### config.mk
export PLATFORM = sky130hd
export DESIGN_NAME = imem_loader
export DESIGN_NICKNAME = d
export VERILOG_FILES = /design/src/rtl/imem_loader_pkg.sv /design/src/rtl/imem_loader_byte_packer.sv /design/src/rtl/imem_loader.sv
export SDC_FILE = /design/constraint.sdc
export NUM_CORES = 1
export LEC_CHECK = 0
export CAP_MARGIN = 20
export CORE_MARGIN = 2
export CORE_UTILIZATION = 50
export DETAILED_ROUTE_END_ITERATION = 8
export PLACE_DENSITY = 0.82
export SYNTH_ARGS = -nofsm -noshare
export SYNTH_HDL_FRONTEND = slang
export SYNTH_SLANG_ARGS = --single-unit
### constraint.sdc
create_clock -name clk -period 3.34 [get_ports clk]
set_input_delay 1.002 -clock clk [delete_from_list [all_inputs] [get_ports clk]]
set_output_delay 1.002 -clock clk [all_outputs]
set_load 0.01 [all_outputs]
### src/rtl/imem_loader_pkg.sv
// Shared definitions for the instruction-memory loader: FSM state encoding and PC source selects.
package imem_loader_pkg;

    typedef enum logic [2:0] {
        StIdle    = 3'd0,
        StSetPc   = 3'd1,
        StCollect = 3'd2,
        StWrite   = 3'd3,
        StReload  = 3'd4,
        StDone    = 3'd5
    } state_e;

    localparam logic [1:0] PcSelBr  = 2'b00;
    localparam logic [1:0] PcSelInW = 2'b10;

endpackage

### src/rtl/imem_loader_byte_packer.sv
// Big-endian 4-byte packer: each shift moves the word left one byte and appends byte_in_i.
module imem_loader_byte_packer (
    input  logic        clk,
    input  logic        reset,
    input  logic        clr_i,
    input  logic        shift_i,
    input  logic [7:0]  byte_in_i,
    output logic [31:0] word_o,
    output logic        full_o
);

    logic [31:0] word_q, word_d;
    logic [1:0]  cnt_q, cnt_d;

    always_comb begin
        word_d = word_q;
        cnt_d  = cnt_q;
        if (clr_i) begin
            word_d = '0;
            cnt_d  = '0;
        end else if (shift_i) begin
            word_d = {word_q[23:0], byte_in_i};
            cnt_d  = cnt_q + 2'd1;
        end
    end

    always_ff @(posedge clk or posedge reset) begin
        if (reset) begin
            word_q <= '0;
            cnt_q  <= '0;
        end else begin
            word_q <= word_d;
            cnt_q  <= cnt_d;
        end
    end

    assign word_o = word_q;
    // Three bytes held: the next shift completes the word.
    assign full_o = (cnt_q == 2'd3);

endmodule

### src/rtl/imem_loader.sv
// Packs a byte stream into big-endian words and writes them to instruction memory by driving
// the instruction unit's PC load/increment and memory write strobes.
module imem_loader
    import imem_loader_pkg::*;
#(
    parameter int unsigned ADDR_W = 12,
    parameter int unsigned CNT_W  = 11
) (
    input  logic              clk,
    input  logic              reset,
    input  logic              start_i,
    input  logic              abort_i,
    input  logic [ADDR_W-1:0] base_addr_i,
    input  logic [CNT_W-1:0]  word_count_i,
    input  logic [7:0]        byte_in_i,
    input  logic              byte_valid_i,
    output logic              byte_ready_o,
    output logic              pc_ld_o,
    output logic [1:0]        pc_sel_o,
    output logic [31:0]       pc_inw_o,
    output logic              pc_inc_o,
    output logic              im_cs_o,
    output logic              im_wr_o,
    output logic [31:0]       d_in_o,
    output logic              busy_o,
    output logic              done_o,
    output logic              err_o
);

    localparam int unsigned MaxWords = 2 ** (ADDR_W - 2);

    state_e            state_q;
    logic [ADDR_W-1:0] base_q;
    logic [CNT_W-1:0]  remaining_q;
    logic              byte_ready_q;
    logic              pc_ld_q;
    logic [1:0]        pc_sel_q;
    logic              pc_inc_q;
    logic              im_wr_q;
    logic              busy_q;
    logic              done_q;
    logic              err_q;

    logic [31:0]       word;
    logic              pack_full;
    logic              pack_clr;
    logic              pack_shift;
    logic [ADDR_W:0]   end_addr;
    logic              args_ok;

    // The count range check keeps the ADDR_W+1 bit end-address sum from wrapping.
    always_comb begin
        end_addr = {1'b0, base_addr_i} + ((ADDR_W + 1)'(word_count_i) << 2);
        args_ok  = (base_addr_i[1:0] == 2'b00)
                 && (word_count_i != '0)
                 && (word_count_i <= CNT_W'(MaxWords))
                 && (end_addr <= (ADDR_W + 1)'(2 ** ADDR_W));
    end

    assign pack_clr   = abort_i || (state_q == StIdle);
    assign pack_shift = byte_ready_q && byte_valid_i && !abort_i;

    imem_loader_byte_packer u_packer (
        .clk       (clk),
        .reset     (reset),
        .clr_i     (pack_clr),
        .shift_i   (pack_shift),
        .byte_in_i (byte_in_i),
        .word_o    (word),
        .full_o    (pack_full)
    );

    always_ff @(posedge clk or posedge reset) begin
        if (reset) begin
            state_q      <= StIdle;
            base_q       <= '0;
            remaining_q  <= '0;
            byte_ready_q <= 1'b0;
            pc_ld_q      <= 1'b0;
            pc_sel_q     <= PcSelBr;
            pc_inc_q     <= 1'b0;
            im_wr_q      <= 1'b0;
            busy_q       <= 1'b0;
            done_q       <= 1'b0;
            err_q        <= 1'b0;
        end else begin
            pc_ld_q  <= 1'b0;
            pc_sel_q <= PcSelBr;
            pc_inc_q <= 1'b0;
            im_wr_q  <= 1'b0;
            done_q   <= 1'b0;
            err_q    <= 1'b0;
            if (abort_i) begin
                state_q      <= StIdle;
                byte_ready_q <= 1'b0;
                busy_q       <= 1'b0;
            end else begin
                unique case (state_q)
                    StIdle: begin
                        if (start_i) begin
                            if (args_ok) begin
                                state_q     <= StSetPc;
                                base_q      <= base_addr_i;
                                remaining_q <= word_count_i;
                                pc_ld_q     <= 1'b1;
                                pc_sel_q    <= PcSelInW;
                                busy_q      <= 1'b1;
                            end else begin
                                err_q <= 1'b1;
                            end
                        end
                    end
                    StSetPc: begin
                        state_q      <= StCollect;
                        byte_ready_q <= 1'b1;
                    end
                    StCollect: begin
                        if (byte_valid_i && pack_full) begin
                            state_q      <= StWrite;
                            byte_ready_q <= 1'b0;
                            im_wr_q      <= 1'b1;
                            pc_inc_q     <= 1'b1;
                        end
                    end
                    StWrite: begin
                        remaining_q <= remaining_q - CNT_W'(1);
                        if (remaining_q == CNT_W'(1)) begin
                            state_q  <= StReload;
                            pc_ld_q  <= 1'b1;
                            pc_sel_q <= PcSelInW;
                        end else begin
                            state_q      <= StCollect;
                            byte_ready_q <= 1'b1;
                        end
                    end
                    StReload: begin
                        state_q <= StDone;
                        done_q  <= 1'b1;
                    end
                    StDone: begin
                        state_q <= StIdle;
                        busy_q  <= 1'b0;
                    end
                    default: begin
                        state_q      <= StIdle;
                        byte_ready_q <= 1'b0;
                        busy_q       <= 1'b0;
                    end
                endcase
            end
        end
    end

    assign byte_ready_o = byte_ready_q;
    assign pc_ld_o      = pc_ld_q;
    assign pc_sel_o     = pc_sel_q;
    assign pc_inw_o     = pc_ld_q ? {{(32 - ADDR_W){1'b0}}, base_q} : 32'h0;
    assign pc_inc_o     = pc_inc_q;
    assign im_cs_o      = im_wr_q;
    assign im_wr_o      = im_wr_q;
    assign d_in_o       = im_wr_q ? word : 32'h0;
    assign busy_o       = busy_q;
    assign done_o       = done_q;
    assign err_o        = err_q;

endmodule

==> results.txt <==
- Internal power comes to about 1500 uW.
* Slew @ Worst Pin: 0.597 ns
- Post-detailed-route DRC marker count: 0
- After clock tree synthesis, the clock-pin slew on the worst setup and hold paths is 0.08 ns.
* Leading area contributor after synthesis: sky130_fd_sc_hd__dfrtp_1
* Diodes inserted: 0
- Of the available clock period, the critical path in the final layout requires 102%.
- Final net count: 667
- Relative slew margins: 59.2%
* Number of enable-type register cells in the synthesized netlist: 0
- Of the cells placed in the final design, the portion with a size suffix greater than 1 is 21.9%.
* Die outline area: 9200 sq um
- For this run, the slowest stage of the critical path takes 0.47 ns.
- Critical-path top delay cell: sky130_fd_sc_hd__clkdlybuf4s50_1
* Switching power total: 758 uW
* Maximum number of pins on one net before global-route repair: 67
- Max Clock Freq: 293 MHz
- Yosys warning count: 0
- Number of clock buffers inserted by TritonCTS: 9
- Met2 Wirelength: 5910 microns
* Violated checks: negative setup slack
* Setup total negative slack: -0.697 ns
- Compared with the post-synthesis result, the final layout area differs by 41.3%.
- Routed length on met3: 780 microns
* Antenna violations before repair: 0
- The finished cells cover 5970 sq um.
- Summed over all nets, the half-perimeter wirelength after detailed placement is 7930 microns.
- Across every metal layer, demand over resource in global routing totals 25.2%.
- Most frequent cell after synthesis: sky130_fd_sc_hd__nand2_1
* Vias: 4,086
- The total overflow left after global routing is 0.
* Number of global-route vias before repair: 3,626
- TritonCTS sink count: 66
- # IOs: between 100 and 150
* Die boundary height: between 90 and 100 microns
* Crit Path Category: primary input to register
* Clk network pwr share: between 30 and 40%
- For this block, wires on met1 add up to 5080 microns.
- Once detail routing completed, the nets flagged for antenna violations numbered 0.
- Summed over all layers, the routed wires come to around 12,000 microns.
- Distinct cells, synth: 62
- For the worst setup path, the data arrival time is between 3 and 4 ns.
* Detailed-router iteration count before antenna repair: 5
- Portion of the post-synthesis area used by sequential elements: 39.1%
- STA classifies the critical path startpoint as a primary input.
* Topmost layer with routed signal wires: met4
* Cell area after synthesis: 4220 sq um
- Clock latency on the worst-skew pair: between 0.3 and 0.4 ns
- Area post-placement: 5420 sq um
- Worst vdd rail ir drop: 0.242 mV
- Total power divided by cell area: 386 nW/um^2
- A synthesized cell averages 8.65 sq um.
- Worst Setup Slack, final: -0.0693 ns
- Row Count: 33
- Final GP Congestion: 0.879
* Data required time of the worst path: 3.58 ns
* Fraction of synthesized cell area taken by the top area cell type: 39.1%
- First DRT Iteration DRCs: 306
- Commonest cells in the netlist: sky130_fd_sc_hd__nand2_1, sky130_fd_sc_hd__dfrtp_1, sky130_fd_sc_hd__a21oi_1
* Result of the run: complete, but fails checks
- Buffers added on ports: around 90
- Mean number of vias per cell: around 5.6
- Seq cells post-synth: 66
- Final worst path period need: around 3.4 ns
* Most used flip-flop cell after synthesis: sky130_fd_sc_hd__dfrtp_1
* Path category of the worst min-delay check: register to register
* Layout filler cell count: 591
- Largest cells by area after synthesis: sky130_fd_sc_hd__dfrtp_1, sky130_fd_sc_hd__nand2_1, sky130_fd_sc_hd__and2_1, sky130_fd_sc_hd__a21oi_1, sky130_fd_sc_hd__buf_4
* CTS tree: built
* Area of the core: 8220 sq um
- Starting density of the core: 51.4%
- Count of final hold-check violations: 0
- In this run the worst path has a maximum fanout of 7.
- Net switching is 32.9% of the power.
* Maximum clock skew at final layout: 0.0105 ns
- In this run the horizontal extent of the chip is 95.9 microns.
- Cells after Synth: between 400 and 500
- Setup violations remaining at the end of the flow were counted as 13.
- Share of power burned in registers: 42.5%
* Cell leakage power: 0.00259 uW
* Average routed wire per standard cell: 16.6 microns
- Ys async rst share: 100%
* Critical-path cell list: clkdlybuf4s50_1 > ha_4 > nand3_1 > o2111ai_2 > mux2i_1 > nand4b_4 > nor4_4 > buf_4 > buf_8 > nor3_4 > mux2_4
- The first global-routing pass estimated 17,900 microns of wire.
- The max-slew violation count is 0.
- The worst setup path is captured at a register.
- The clock passes through at most 2 buffers.
- Unrepaired setup endpoints after global routing: true
- Max-cap violations in this run came to 0.
* Clock root buffer master: sky130_fd_sc_hd__clkbuf_8
- Per report_power, the combinational group accounts for 26.6% of the total.
- Count of H-tree levels built during CTS: 3
[worst paths after layout]
kind | start | to | slack (ns) | cells after the start
worst max-delay path | base_addr_i[6] | remaining_q[1] | -0.07 | 11
worst min-delay path | base_q[0] | base_q[0] | 0.50 | 1
worst max register to register | remaining_q[2] | byte_ready_o | 0.76 | 7
worst min register to register | base_q[0] | base_q[0] | 0.50 | 1
max in group asynchronous | reset | u_packer.word_o[0] | 2.03 | 3
min in group asynchronous | reset | u_packer.word_o[30] | 1.03 | 3
[power groups by stage]
stage          Combinational [uW]  Sequential (uW)  Clock [uW]
5_1_grt                       665              989         759
3_5_place_dp                  524              986           0
2_1_floorplan                 361              961           0
4_1_cts                       557              972         720
3_3_place_gp                  516              983           0
6_report                      612              980         713
[state kept, by name, summed over array words and instances (netlist names)]
name	cells
base_q	12
err_o	1
done_o	1
u_packer.word_o	32
pc_sel_o	1
byte_ready_o	1
busy_o	1
im_cs_o	1
remaining_q	11
state_q	3
u_packer.cnt_q	2
[logic make-up after synthesis]
| kind of cell | Yosys count | synth area share (%) |
|---|---|---|
| muxes | 14 | 4.27 |
| adders and majority gates | 14 | 4.33 |
| other | 1 | 0.0888 |
| xor gates and xnor gates | 5 | 1.04 |
| buffers and inverters | 64 | 8.86 |
| AOI/OAI and AO/OA | 105 | 15.9 |
| DFF | 66 | 39.1 |
| and+or+nand+nor | 219 | 26.4 |
[worst max-delay path, delay by kind of cell]
family	cells	cell delay, ns
buf+inv	3	0.79
fa+ha+maj	1	0.33
compound gates	1	0.24
mux	2	0.68
simple gates	4	0.59
[per-layer routing]
metal	GRT usage, %	vias to the layer above
met5	0	-
met4	8.45	0
met3	4.86	36
met2	39.7	208
met1	35.0	1931
li1	-	1911
[metrics by stage]
stage,std cells,hold WS (ns),total power [uW],worst slack [ns],util (%)
2_1_floorplan,508,0.445,1320,-0.106,-
3_3_place_gp,702,0.464,1500,-0.775,66.0
3_5_place_dp,702,0.466,1510,-0.824,66.0
4_1_cts,723,0.486,2250,-0.0841,70.4
5_1_grt,727,0.522,2410,-0.125,72.6
6_report,727,0.496,2310,-0.0693,72.6
[area by class of cell]
cell class                      instances  area [sq um]  area share [%]
Sequential cell                        66          1650            27.7
Clock inverter                          7          83.8            1.40
Tap cell                              105           131            2.20
Multi-Input combinational cell        378          2510            42.1
Clock buffer                            9           124            2.08
Inverter                               12          45.0           0.755
Timing Repair Buffer                  150          1420            23.8
[placed cells by master (no fill, tap or decap), drive strengths merged, types with 7 or more instances in the layout]
cell type,instances
inv,15
nor2,31
nor4,7
o31ai,7
nor3,15
clkbuf,11
o21ai,11
a21oi,49
nand2,84
nand3,9
dfrtp,66
dlygate4sd2,9
ha,13
conb,21
clkdlybuf4s50,70
and2,47
mux2,11
buf,64
[what timing repair did]
item	in CTS	in global routing
hold buffers	0	0
gates cloned	1	1
pin swaps	12	18
setup endpoints to repair	27	26
resized for setup	46	31
setup buffers	5	4
(Power assumes the default switching activity.)
